<file path="config.mk">
export PLATFORM = sky130hd
export DESIGN_NAME = mem_port_arbiter_flat
export DESIGN_NICKNAME = d
export VERILOG_FILES = /design/src/rtl/mem_port_arbiter_if.sv /design/src/rtl/mem_port_arbiter.sv /design/src/flat_wrapper.sv
export SDC_FILE = /design/constraint.sdc
export NUM_CORES = 1
export LEC_CHECK = 0
export CAP_MARGIN = 40
export CORE_MARGIN = 2
export CORE_UTILIZATION = 29
export DETAILED_ROUTE_END_ITERATION = 10
export HOLD_SLACK_MARGIN = 0.03
export PLACE_DENSITY = 0.79
export SYNTH_ARGS = -nofsm -noshare
export SYNTH_HDL_FRONTEND = slang
export SYNTH_SLANG_ARGS = --single-unit
</file>
<file path="constraint.sdc">
create_clock -name clock -period 2.5 [get_ports clock]
set_input_delay 0.5 -clock clock [delete_from_list [all_inputs] [get_ports clock]]
set_output_delay 0.5 -clock clock [all_outputs]
set_load 0.03 [all_outputs]
</file>
<file path="src/rtl/mem_port_arbiter_if.sv">
// Bus bundle between the memory port arbiter, its two requesters (CPU, DMA/loader)
// and the single-port synchronous data memory.
interface mem_port_arbiter_if #(
  parameter int ADDR_W = 8,
  parameter int DATA_W = 8
);
  logic              cpu_req;
  logic              cpu_we;
  logic [ADDR_W-1:0] cpu_addr;
  logic [DATA_W-1:0] cpu_wdata;
  logic              cpu_gnt;
  logic              cpu_rvalid;
  logic [DATA_W-1:0] cpu_rdata;

  logic              dma_req;
  logic              dma_we;
  logic              dma_lock;
  logic [ADDR_W-1:0] dma_addr;
  logic [DATA_W-1:0] dma_wdata;
  logic              dma_gnt;
  logic              dma_rvalid;
  logic [DATA_W-1:0] dma_rdata;

  logic [ADDR_W-1:0] mem_addr;
  logic [DATA_W-1:0] mem_wdata;
  logic              mem_we;
  logic              mem_re;
  logic [DATA_W-1:0] mem_rdata;

  // Arbiter side
  modport slave (
    input  cpu_req, cpu_we, cpu_addr, cpu_wdata,
    output cpu_gnt, cpu_rvalid, cpu_rdata,
    input  dma_req, dma_we, dma_lock, dma_addr, dma_wdata,
    output dma_gnt, dma_rvalid, dma_rdata,
    output mem_addr, mem_wdata, mem_we, mem_re,
    input  mem_rdata
  );

  // Requesters plus memory model side
  modport master (
    output cpu_req, cpu_we, cpu_addr, cpu_wdata,
    input  cpu_gnt, cpu_rvalid, cpu_rdata,
    output dma_req, dma_we, dma_lock, dma_addr, dma_wdata,
    input  dma_gnt, dma_rvalid, dma_rdata,
    input  mem_addr, mem_wdata, mem_we, mem_re,
    output mem_rdata
  );
endinterface

</file>
<file path="src/rtl/mem_port_arbiter.sv">
// Arbitrates the single-port data memory between the CPU (default priority) and a
// DMA/debug loader with bounded starvation, lockable DMA bursts and tagged read return.
module mem_port_arbiter #(
  parameter int ADDR_W    = 8,
  parameter int DATA_W    = 8,
  parameter int MAX_WAIT  = 4,
  parameter int MAX_BURST = 4
) (
  input logic              clock,
  input logic              reset,
  mem_port_arbiter_if.slave bus
);

  localparam int WAIT_W  = $clog2(MAX_WAIT + 1);
  localparam int BURST_W = $clog2(MAX_BURST + 1);
  localparam logic [WAIT_W-1:0]  WAIT_MAX  = WAIT_W'(MAX_WAIT);
  localparam logic [BURST_W-1:0] BURST_MAX = BURST_W'(MAX_BURST);

  typedef enum logic [1:0] {
    IDLE     = 2'd0,
    CPU_OWN  = 2'd1,
    DMA_OWN  = 2'd2,
    DMA_LOCK = 2'd3
  } state_t;

  state_t             state;
  state_t             state_next;
  logic [WAIT_W-1:0]  wait_cnt;
  logic [BURST_W-1:0] burst_cnt;

  logic cpu_grant;
  logic dma_grant;
  logic read_strobe;
  logic rd_vld_p1;
  logic rd_dma_p1;

  function automatic logic [WAIT_W-1:0] wait_sat_inc(input logic [WAIT_W-1:0] v);
    return (v == WAIT_MAX) ? v : v + 1'b1;
  endfunction

  function automatic logic [BURST_W-1:0] burst_sat_inc(input logic [BURST_W-1:0] v);
    return (v == BURST_MAX) ? v : v + 1'b1;
  endfunction

  // Arbitration and next state; reset suppresses every grant for that cycle
  always_comb begin
    cpu_grant  = 1'b0;
    dma_grant  = 1'b0;
    state_next = IDLE;

    if (state == DMA_LOCK && bus.dma_req) begin
      if (burst_cnt == BURST_MAX && bus.cpu_req) cpu_grant = 1'b1;
      else                                       dma_grant = 1'b1;
    end else if (bus.cpu_req && bus.dma_req) begin
      if (wait_cnt == WAIT_MAX) dma_grant = 1'b1;
      else                      cpu_grant = 1'b1;
    end else if (bus.cpu_req) begin
      cpu_grant = 1'b1;
    end else if (bus.dma_req) begin
      dma_grant = 1'b1;
    end

    if (reset) begin
      cpu_grant = 1'b0;
      dma_grant = 1'b0;
    end

    if (cpu_grant)      state_next = CPU_OWN;
    else if (dma_grant) state_next = bus.dma_lock ? DMA_LOCK : DMA_OWN;
    else                state_next = IDLE;
  end

  always_ff @(posedge clock) begin
    if (reset) state <= IDLE;
    else       state <= state_next;
  end

  // Starvation counter: only counts cycles in which the DMA is actually asking
  always_ff @(posedge clock) begin
    if (reset)                             wait_cnt <= '0;
    else if (dma_grant)                    wait_cnt <= '0;
    else if (bus.dma_req)                  wait_cnt <= wait_sat_inc(wait_cnt);
  end

  // Burst counter counts locked grants that held the CPU off
  always_ff @(posedge clock) begin
    if (reset)                             burst_cnt <= '0;
    else if (cpu_grant)                    burst_cnt <= '0;
    else if (state_next != DMA_LOCK)       burst_cnt <= '0;
    else if (dma_grant && bus.cpu_req)     burst_cnt <= burst_sat_inc(burst_cnt);
  end

  assign bus.cpu_gnt = cpu_grant;
  assign bus.dma_gnt = dma_grant;

  always_comb begin
    bus.mem_addr  = '0;
    bus.mem_wdata = '0;
    if (cpu_grant) begin
      bus.mem_addr  = bus.cpu_addr;
      bus.mem_wdata = bus.cpu_wdata;
    end else if (dma_grant) begin
      bus.mem_addr  = bus.dma_addr;
      bus.mem_wdata = bus.dma_wdata;
    end
  end

  assign bus.mem_we  = (cpu_grant & bus.cpu_we) | (dma_grant & bus.dma_we);
  assign read_strobe = (cpu_grant & ~bus.cpu_we) | (dma_grant & ~bus.dma_we);
  assign bus.mem_re  = read_strobe;

  // ---- p0 -> p1: read tag follows the memory's one-cycle read latency ----
  always_ff @(posedge clock) begin
    if (reset) begin
      rd_vld_p1 <= 1'b0;
      rd_dma_p1 <= 1'b0;
    end else begin
      rd_vld_p1 <= read_strobe;
      rd_dma_p1 <= dma_grant;
    end
  end

  assign bus.cpu_rvalid = rd_vld_p1 & ~rd_dma_p1 & ~reset;
  assign bus.dma_rvalid = rd_vld_p1 &  rd_dma_p1 & ~reset;
  assign bus.cpu_rdata  = bus.cpu_rvalid ? bus.mem_rdata : '0;
  assign bus.dma_rdata  = bus.dma_rvalid ? bus.mem_rdata : '0;

  a_one_grant: assert property (@(posedge clock) !(bus.cpu_gnt && bus.dma_gnt));
  a_one_rvalid: assert property (@(posedge clock) !(bus.cpu_rvalid && bus.dma_rvalid));

endmodule

</file>
<file path="src/flat_wrapper.sv">
// flat-port wrapper written by rule: the top's interface ports become plain ports
module mem_port_arbiter_flat 
#(
  parameter int ADDR_W    = 8,
  parameter int DATA_W    = 8,
  parameter int MAX_WAIT  = 4,
  parameter int MAX_BURST = 4
)
  (clock, reset, bus_cpu_req, bus_cpu_we, bus_cpu_addr, bus_cpu_wdata, bus_cpu_gnt, bus_cpu_rvalid, bus_cpu_rdata, bus_dma_req, bus_dma_we, bus_dma_lock, bus_dma_addr, bus_dma_wdata, bus_dma_gnt, bus_dma_rvalid, bus_dma_rdata, bus_mem_addr, bus_mem_wdata, bus_mem_we, bus_mem_re, bus_mem_rdata);
  mem_port_arbiter_if #(.ADDR_W(ADDR_W), .DATA_W(DATA_W)) bus_i ();
  input logic clock;
  input logic reset;
  input wire logic [$bits(bus_i.cpu_req)-1:0] bus_cpu_req;
  input wire logic [$bits(bus_i.cpu_we)-1:0] bus_cpu_we;
  input wire logic [$bits(bus_i.cpu_addr)-1:0] bus_cpu_addr;
  input wire logic [$bits(bus_i.cpu_wdata)-1:0] bus_cpu_wdata;
  output wire logic [$bits(bus_i.cpu_gnt)-1:0] bus_cpu_gnt;
  output wire logic [$bits(bus_i.cpu_rvalid)-1:0] bus_cpu_rvalid;
  output wire logic [$bits(bus_i.cpu_rdata)-1:0] bus_cpu_rdata;
  input wire logic [$bits(bus_i.dma_req)-1:0] bus_dma_req;
  input wire logic [$bits(bus_i.dma_we)-1:0] bus_dma_we;
  input wire logic [$bits(bus_i.dma_lock)-1:0] bus_dma_lock;
  input wire logic [$bits(bus_i.dma_addr)-1:0] bus_dma_addr;
  input wire logic [$bits(bus_i.dma_wdata)-1:0] bus_dma_wdata;
  output wire logic [$bits(bus_i.dma_gnt)-1:0] bus_dma_gnt;
  output wire logic [$bits(bus_i.dma_rvalid)-1:0] bus_dma_rvalid;
  output wire logic [$bits(bus_i.dma_rdata)-1:0] bus_dma_rdata;
  output wire logic [$bits(bus_i.mem_addr)-1:0] bus_mem_addr;
  output wire logic [$bits(bus_i.mem_wdata)-1:0] bus_mem_wdata;
  output wire logic [$bits(bus_i.mem_we)-1:0] bus_mem_we;
  output wire logic [$bits(bus_i.mem_re)-1:0] bus_mem_re;
  input wire logic [$bits(bus_i.mem_rdata)-1:0] bus_mem_rdata;
  assign bus_i.cpu_req = bus_cpu_req;
  assign bus_i.cpu_we = bus_cpu_we;
  assign bus_i.cpu_addr = bus_cpu_addr;
  assign bus_i.cpu_wdata = bus_cpu_wdata;
  assign bus_cpu_gnt = bus_i.cpu_gnt;
  assign bus_cpu_rvalid = bus_i.cpu_rvalid;
  assign bus_cpu_rdata = bus_i.cpu_rdata;
  assign bus_i.dma_req = bus_dma_req;
  assign bus_i.dma_we = bus_dma_we;
  assign bus_i.dma_lock = bus_dma_lock;
  assign bus_i.dma_addr = bus_dma_addr;
  assign bus_i.dma_wdata = bus_dma_wdata;
  assign bus_dma_gnt = bus_i.dma_gnt;
  assign bus_dma_rvalid = bus_i.dma_rvalid;
  assign bus_dma_rdata = bus_i.dma_rdata;
  assign bus_mem_addr = bus_i.mem_addr;
  assign bus_mem_wdata = bus_i.mem_wdata;
  assign bus_mem_we = bus_i.mem_we;
  assign bus_mem_re = bus_i.mem_re;
  assign bus_i.mem_rdata = bus_mem_rdata;
  mem_port_arbiter #(.ADDR_W(ADDR_W), .DATA_W(DATA_W), .MAX_WAIT(MAX_WAIT), .MAX_BURST(MAX_BURST)) u_core (.clock(clock), .reset(reset), .bus(bus_i));
endmodule
</file>
==> results.yml, run 1 <==
synth:
  avgSynthCellArea_um2: 9.12
  ys.flop_type: "dfxtp_1"
  yosysSeqAreaShare: 0.234
  netlist_area_um2: 857
  yosysMostFrequentCell: "and2_1"
  synth_top_area_share: 0.234
  synth_area_leader_cell: "dfxtp_1"
  synth.top_cells.by_count: "and2_1, a22o_1, dfxtp_1"
  ys_ff_latch: 10
  syn-num-nets: 145
  async_flop_share: 0
  yosys_warnings: 0
  synth_cells: 94
  synth_cell_types: 31
  synth_edf_count: 0
  synthTopCellsByArea: "dfxtp_1, and2_1, a22o_1, a22o_2, ha_1"
detailed_routing:
  firstDrtPassIters: 3
  via_per_inst: 4.92
  post_drt_wl_per_cell_um: 14.4
  drt-initial-drc-count: 15
  drcViolationCount: 0
  via_count: 1063
  ant_nets: 0
  wirelength_um: 3110
sta:
  clock_skew_ns: 0.00713
  relSlewSlack: 0.763
  finalSetupViolations: 0
  period_needed_ns: 2.43
  period_share: 0.972
  hold_violations: 0
  drv_slew: 0
  tightest_slew_ns: 0.347
  max_freq_ghz: 0.411
worst_setup_path:
  required_ns: 2.00
  cpPeakStageDelay_ns: 0.31
  criticalPathCategory: "register to output port"
  reg2reg_slack_ns: 0.84
  reg2reg_from: "u_core.wait_cnt[1]"
  end_kind: "output port"
  cp-start-kind: "register"
  reg2reg_to: "u_core.wait_cnt[2]"
  crit_arrival_ns: 1.93
  crit_chain: "inv_1, ha_4, and2_4, mux2i_4, o21a_4, clkbuf_16, a22o_2, buf_4"
  reg2reg_depth: 7
  slowest_stage: "dfxtp_1"
  crit_fanout: 10
layout:
  n_antenna_cell: 0
  layout.nets: 238
  final_cell_area_um2: 1760
  syn2layout_area_growth_pct: 106
  drive_gt1_frac: 0.373
worst_hold_path:
  worstHoldEndpoint: "u_core.wait_cnt[2]"
  min_from: "u_core.wait_cnt[2]"
  whs_path_depth: 1
  hold_class: "register to register"
floorplan:
  die_x_um: 58.4
  dieArea_um2: 3410
  coreArea_um2: 2780
  start_util: 0.308
  rows: 19
  ioPinCount: 85
  die_y_um: 58.4
grt:
  track_usage: 0.176
  gr-total-overflow: 0
  antenna_found_initial: 0
  grt_max_degree: 25
  grt_pass1_vias: 1109
  grt_pass1_wl_um: 4630
job:
  drv_cap: 0
power_and_ir_drop:
  leakage_nw: 0.814
  power.total_uw: 528
  vdd_ir_drop_max_mv: 0.261
  power_density_nw_per_um2: 300
place:
  numPortBuffers: 84
  globalplace.congestion: 0.772
  dp_hpwl_um: 2580
  place_area_um2: 1680
clock_tree:
  ctsHoldBuffers: 0
  clk_path_buf_depth: 2
  cts_made_buffers: 3
  numClockSinks: 10
  path_clk_slew_ns: 0.07
  cts_tree: "yes"
  cts_root_buf: "clkbuf_4"
  htree_levels: 1
  worst_skew_pair.late_latency_ns: 0.26
outcome:
  status: "complete, no violations"
## logic make-up after synthesis
family	Yosys count	share of synthesized area
flip-flops	10	0.234
AND/OR/NAND/NOR	33	0.251
XOR/XNOR	3	0.0307
adder cells (fa/ha/maj)	4	0.0584
AO/OA/AOI/OAI	28	0.296
multiplexers	3	0.0511
buffers and inverters	13	0.0788
## area by class of cell
cell class | instances | area [µm²]
fill | 238 | 1020
multi-input combinational | 71 | 612
sequential | 10 | 200
timing repair buffer | 94 | 863
clock buffer | 3 | 22.5
inverter | 7 | 26.3
tap | 31 | 38.8
## flip-flops by register name, summed over array words and instances, names as in the netlist
signal and cells:
u_core.rd_dma_p1 1, u_core.burst_cnt 3, u_core.state 2, u_core.wait_cnt 3
u_core.rd_vld_p1 1
## per-layer routing
layer  GRT usage  up-vias  part of all wire
met2       0.366       58              0.58
li1            -      524                 -
met5           0        -                 0
met1       0.171      479              0.33
met4      0.0299        0            0.0019
met3      0.0462        2             0.087
## how the worst max path moves through the flow
stage,start,end,cells after the start
after detailed placement,bus_dma_req,bus_mem_wdata[0],6
after global routing,u_core.wait_cnt[1],bus_mem_wdata[1],8
final,u_core.wait_cnt[0],bus_mem_addr[6],8
after global placement,reset,bus_dma_rdata[5],5
after floorplan,reset,bus_cpu_rdata[0],3
after CTS,u_core.wait_cnt[0],bus_mem_wdata[0],8
## stage by stage
step,std cells,setup TNS [ns],setup slack (ns),utilization,hold WS [ns]
global route,216,-0.154,-0.0175,0.634,0.569
global placement,210,0,0.114,0.603,0.498
finish,216,0,0.0694,0.634,0.537
CTS,213,0,0.0165,0.611,0.538
detailed placement,210,0,0.0870,0.603,0.527
floorplan,94,0,0.330,-,0.477
## worst max-delay path: cells and delay by family (launching register included)
family	cells	cell delay [ns]
AOI/OAI and AO/OA	2	0.51
adders and majority gates	1	0.16
buffers and inverters	3	0.45
DFF	1	0.31
muxes	1	0.09
and+or+nand+nor	1	0.15
## cell usage in the layout (no fill, tap or decap), drive strengths merged, types with 3 or more instances in the layout
master         count
inv                7
dfxtp             10
and3               3
ha                 4
buf               47
nand2              3
clkdlybuf4s50     46
and2              18
clkbuf             4
xnor2              3
a211oi             3
a22o              20
## what timing repair did
action,4_1_cts,5_1_grt
resized for setup,0,5
setup buffers,0,2
setup endpoints to repair,0,18
## report_power, final
group          total, mW  internal, mW  switching [mW]
registers          0.169         0.165         0.00355
clock network      0.107        0.0554          0.0516
logic              0.253         0.140           0.112
No activity file was read; power rests on OpenSTA's default activity.
==> run 2, diff against run 1 <==
CAP_MARGIN = 20   (was 40)
==> results of run 2 <==
Final layout, timing and power as in run 1 (identical DEF).
==> run 3, diff against run 2 <==
CORE_UTILIZATION = 26   (was 29)
PLACE_DENSITY = 0.75   (was 0.79)
clock period = 2 ns   (was 2.5 ns; I/O delays follow)
==> run 3 against run 2 <==
The flow now finishes with violations (setup timing). First-iteration DRC count increased by 20%. Worst hold slack got worse by 0.0067 ns. Largest power group unchanged. Flip-flop and latch count unchanged. Highest routed layer unchanged. Critical path depth unchanged. Clock skew about the same. Setup slack got worse by 0.29 ns.
==> results.yml, run 3 (synthesis results as in run 1) <==
power_and_ir_drop:
  power.share.clock: 0.189
  leakage_nw: 0.932
  combPwrFrac: 0.515
  intPower_uw: 490
  power.total_uw: 716
  vdd_ir_drop_max_mv: 0.197
  power_density_nw_per_um2: 356
  power_switching_uw: 226
  swShare: 0.316
  seqPwrFrac: 0.296
grt:
  grt_max_degree: 23
  track_usage: 0.175
  gr-total-overflow: 0
  grt_pass1_vias: 1144
  grt_pass1_wl_um: 4930
  antenna_found_initial: 0
layout:
  reg_top3: "u_core.burst_cnt: 3 flops, u_core.wait_cnt: 3 flops, u_core.state: 2 flops"
  syn2layout_area_growth_pct: 135
  final_cell_mix: "clkdlybuf4s50_1, buf_4, buf_6, and2_1, a22o_2"
  layout.nets: 252
  n_fill_cell: 262
  fin_util: 0.648
  n_antenna_cell: 0
  seqCellArea_um2: 205
  multi_input_area_um2: 671
  drive_gt1_frac: 0.503
  final_common_cell: "clkdlybuf4s50_1"
sta:
  max_freq_ghz: 0.451
  finalSetupViolations: 20
  clock_skew_ns: 0.00729
  relSlewSlack: 0.799
  grt_setup_unrepaired: "true"
  tightest_slew_ns: 0.295
  setup_slack_ns: -0.220
  hold_violations: 0
  drv_slew: 0
  period_needed_ns: 2.22
  period_share: 1.11
outcome:
  violations: "setup timing"
  status: "finished with violations"
worst_setup_path:
  cp-start-kind: "register"
  slowest_stage: "dfxtp_2"
  cpPeakStageDelay_ns: 0.32
  end_kind: "output port"
  crit_arrival_ns: 1.82
  required_ns: 1.60
  crit_chain: "inv_2, ha_4, and2_4, mux2i_4, a211oi_4, buf_12, a22o_2, buf_6"
  criticalPathCategory: "register to output port"
  crit_fanout: 22
detailed_routing:
  drt-initial-drc-count: 18
  ant_nets: 0
  firstDrtPassIters: 7
  wirelength_um: 3340
  via_count: 1141
  drcViolationCount: 0
  post_drt_wl_per_cell_um: 13.8
  via_per_inst: 4.70
place:
  numPortBuffers: 84
  dp_hpwl_um: 2700
  globalplace.congestion: 0.722
floorplan:
  rows: 20
  start_util: 0.276
  dieArea_um2: 3770
  die_y_um: 61.4
  coreArea_um2: 3100
  die_x_um: 61.4
  ioPinCount: 85
clock_tree:
  htree_levels: 1
  numClockSinks: 10
  cts_tree: "yes"
  cts_root_buf: "clkbuf_4"
  path_clk_slew_ns: 0.07
  clk_path_buf_depth: 2
  cts_made_buffers: 3
  worst_skew_pair.late_latency_ns: 0.26
worst_hold_path:
  hold_class: "register to register"
job:
  drv_cap: 0
[run 3: metrics by stage]
stage	TNS (ns)	hold slack, ns	cell area (µm²)	cells	setup slack, ns
finish	-3.79	0.530	2010	243	-0.220
global route	-5.61	0.567	2010	243	-0.312
CTS	-4.10	0.525	2000	241	-0.226
detailed placement	-6.03	0.516	1750	230	-0.216
global placement	-5.35	0.493	1750	230	-0.210
floorplan	0	0.477	872	94	0.0261
[run 3: final cells by class]
type                            instances  area share
Inverter                                7      0.0131
Sequential cell                        10       0.102
Clock buffer                            3      0.0112
Multi-Input combinational cell         71       0.334
Timing Repair Buffer                  108       0.513
Tap cell                               44      0.0274
[run 3: routing by layer]
layer	track usage	wire length, µm	up-vias
met5	0	0	-
met4	0.0274	14	0
met3	0.0546	458	2
met2	0.350	1710	79
met1	0.179	1160	508
li1	-	-	552
[run 3: power groups by stage]
stage               combinational (mW)  clock [mW]  sequential [mW]
floorplan                        0.140           0            0.214
global placement                 0.306           0            0.215
detailed placement               0.312           0            0.216
CTS                              0.366       0.143            0.212
global route                     0.391       0.155            0.213
finish                           0.369       0.136            0.212
[run 3: worst max-delay path, delay by kind of cell, from the launching register on]
kind	cells	cell delay, ns
AOI/OAI and AO/OA	2	0.45
and+or+nand+nor	1	0.15
muxes	1	0.08
buffers and inverters	3	0.41
DFF	1	0.32
adders and majority gates	1	0.13
[run 3: timing repair]
| item | in CTS | in global routing |
|---|---|---|
| setup endpoints to repair | 37 | 20 |
| pin swaps | 2 | 1 |
| cloned | 2 | 0 |
| hold buffers | 0 | 0 |
| endpoints found under the hold margin | 0 | 0 |
| resized for setup | 44 | 0 |
| buffers inserted | 6 | 2 |
[run 3: final timing paths]
kind,from,to,slack (ns),cells after the start
setup / recovery,u_core.wait_cnt[0],bus_mem_wdata[6],-0.22,8
hold / removal,u_core.wait_cnt[2],u_core.wait_cnt[2],0.53,1
setup reg to reg,u_core.wait_cnt[0],u_core.state[0],0.28,10
hold reg to reg,u_core.wait_cnt[2],u_core.wait_cnt[2],0.53,1
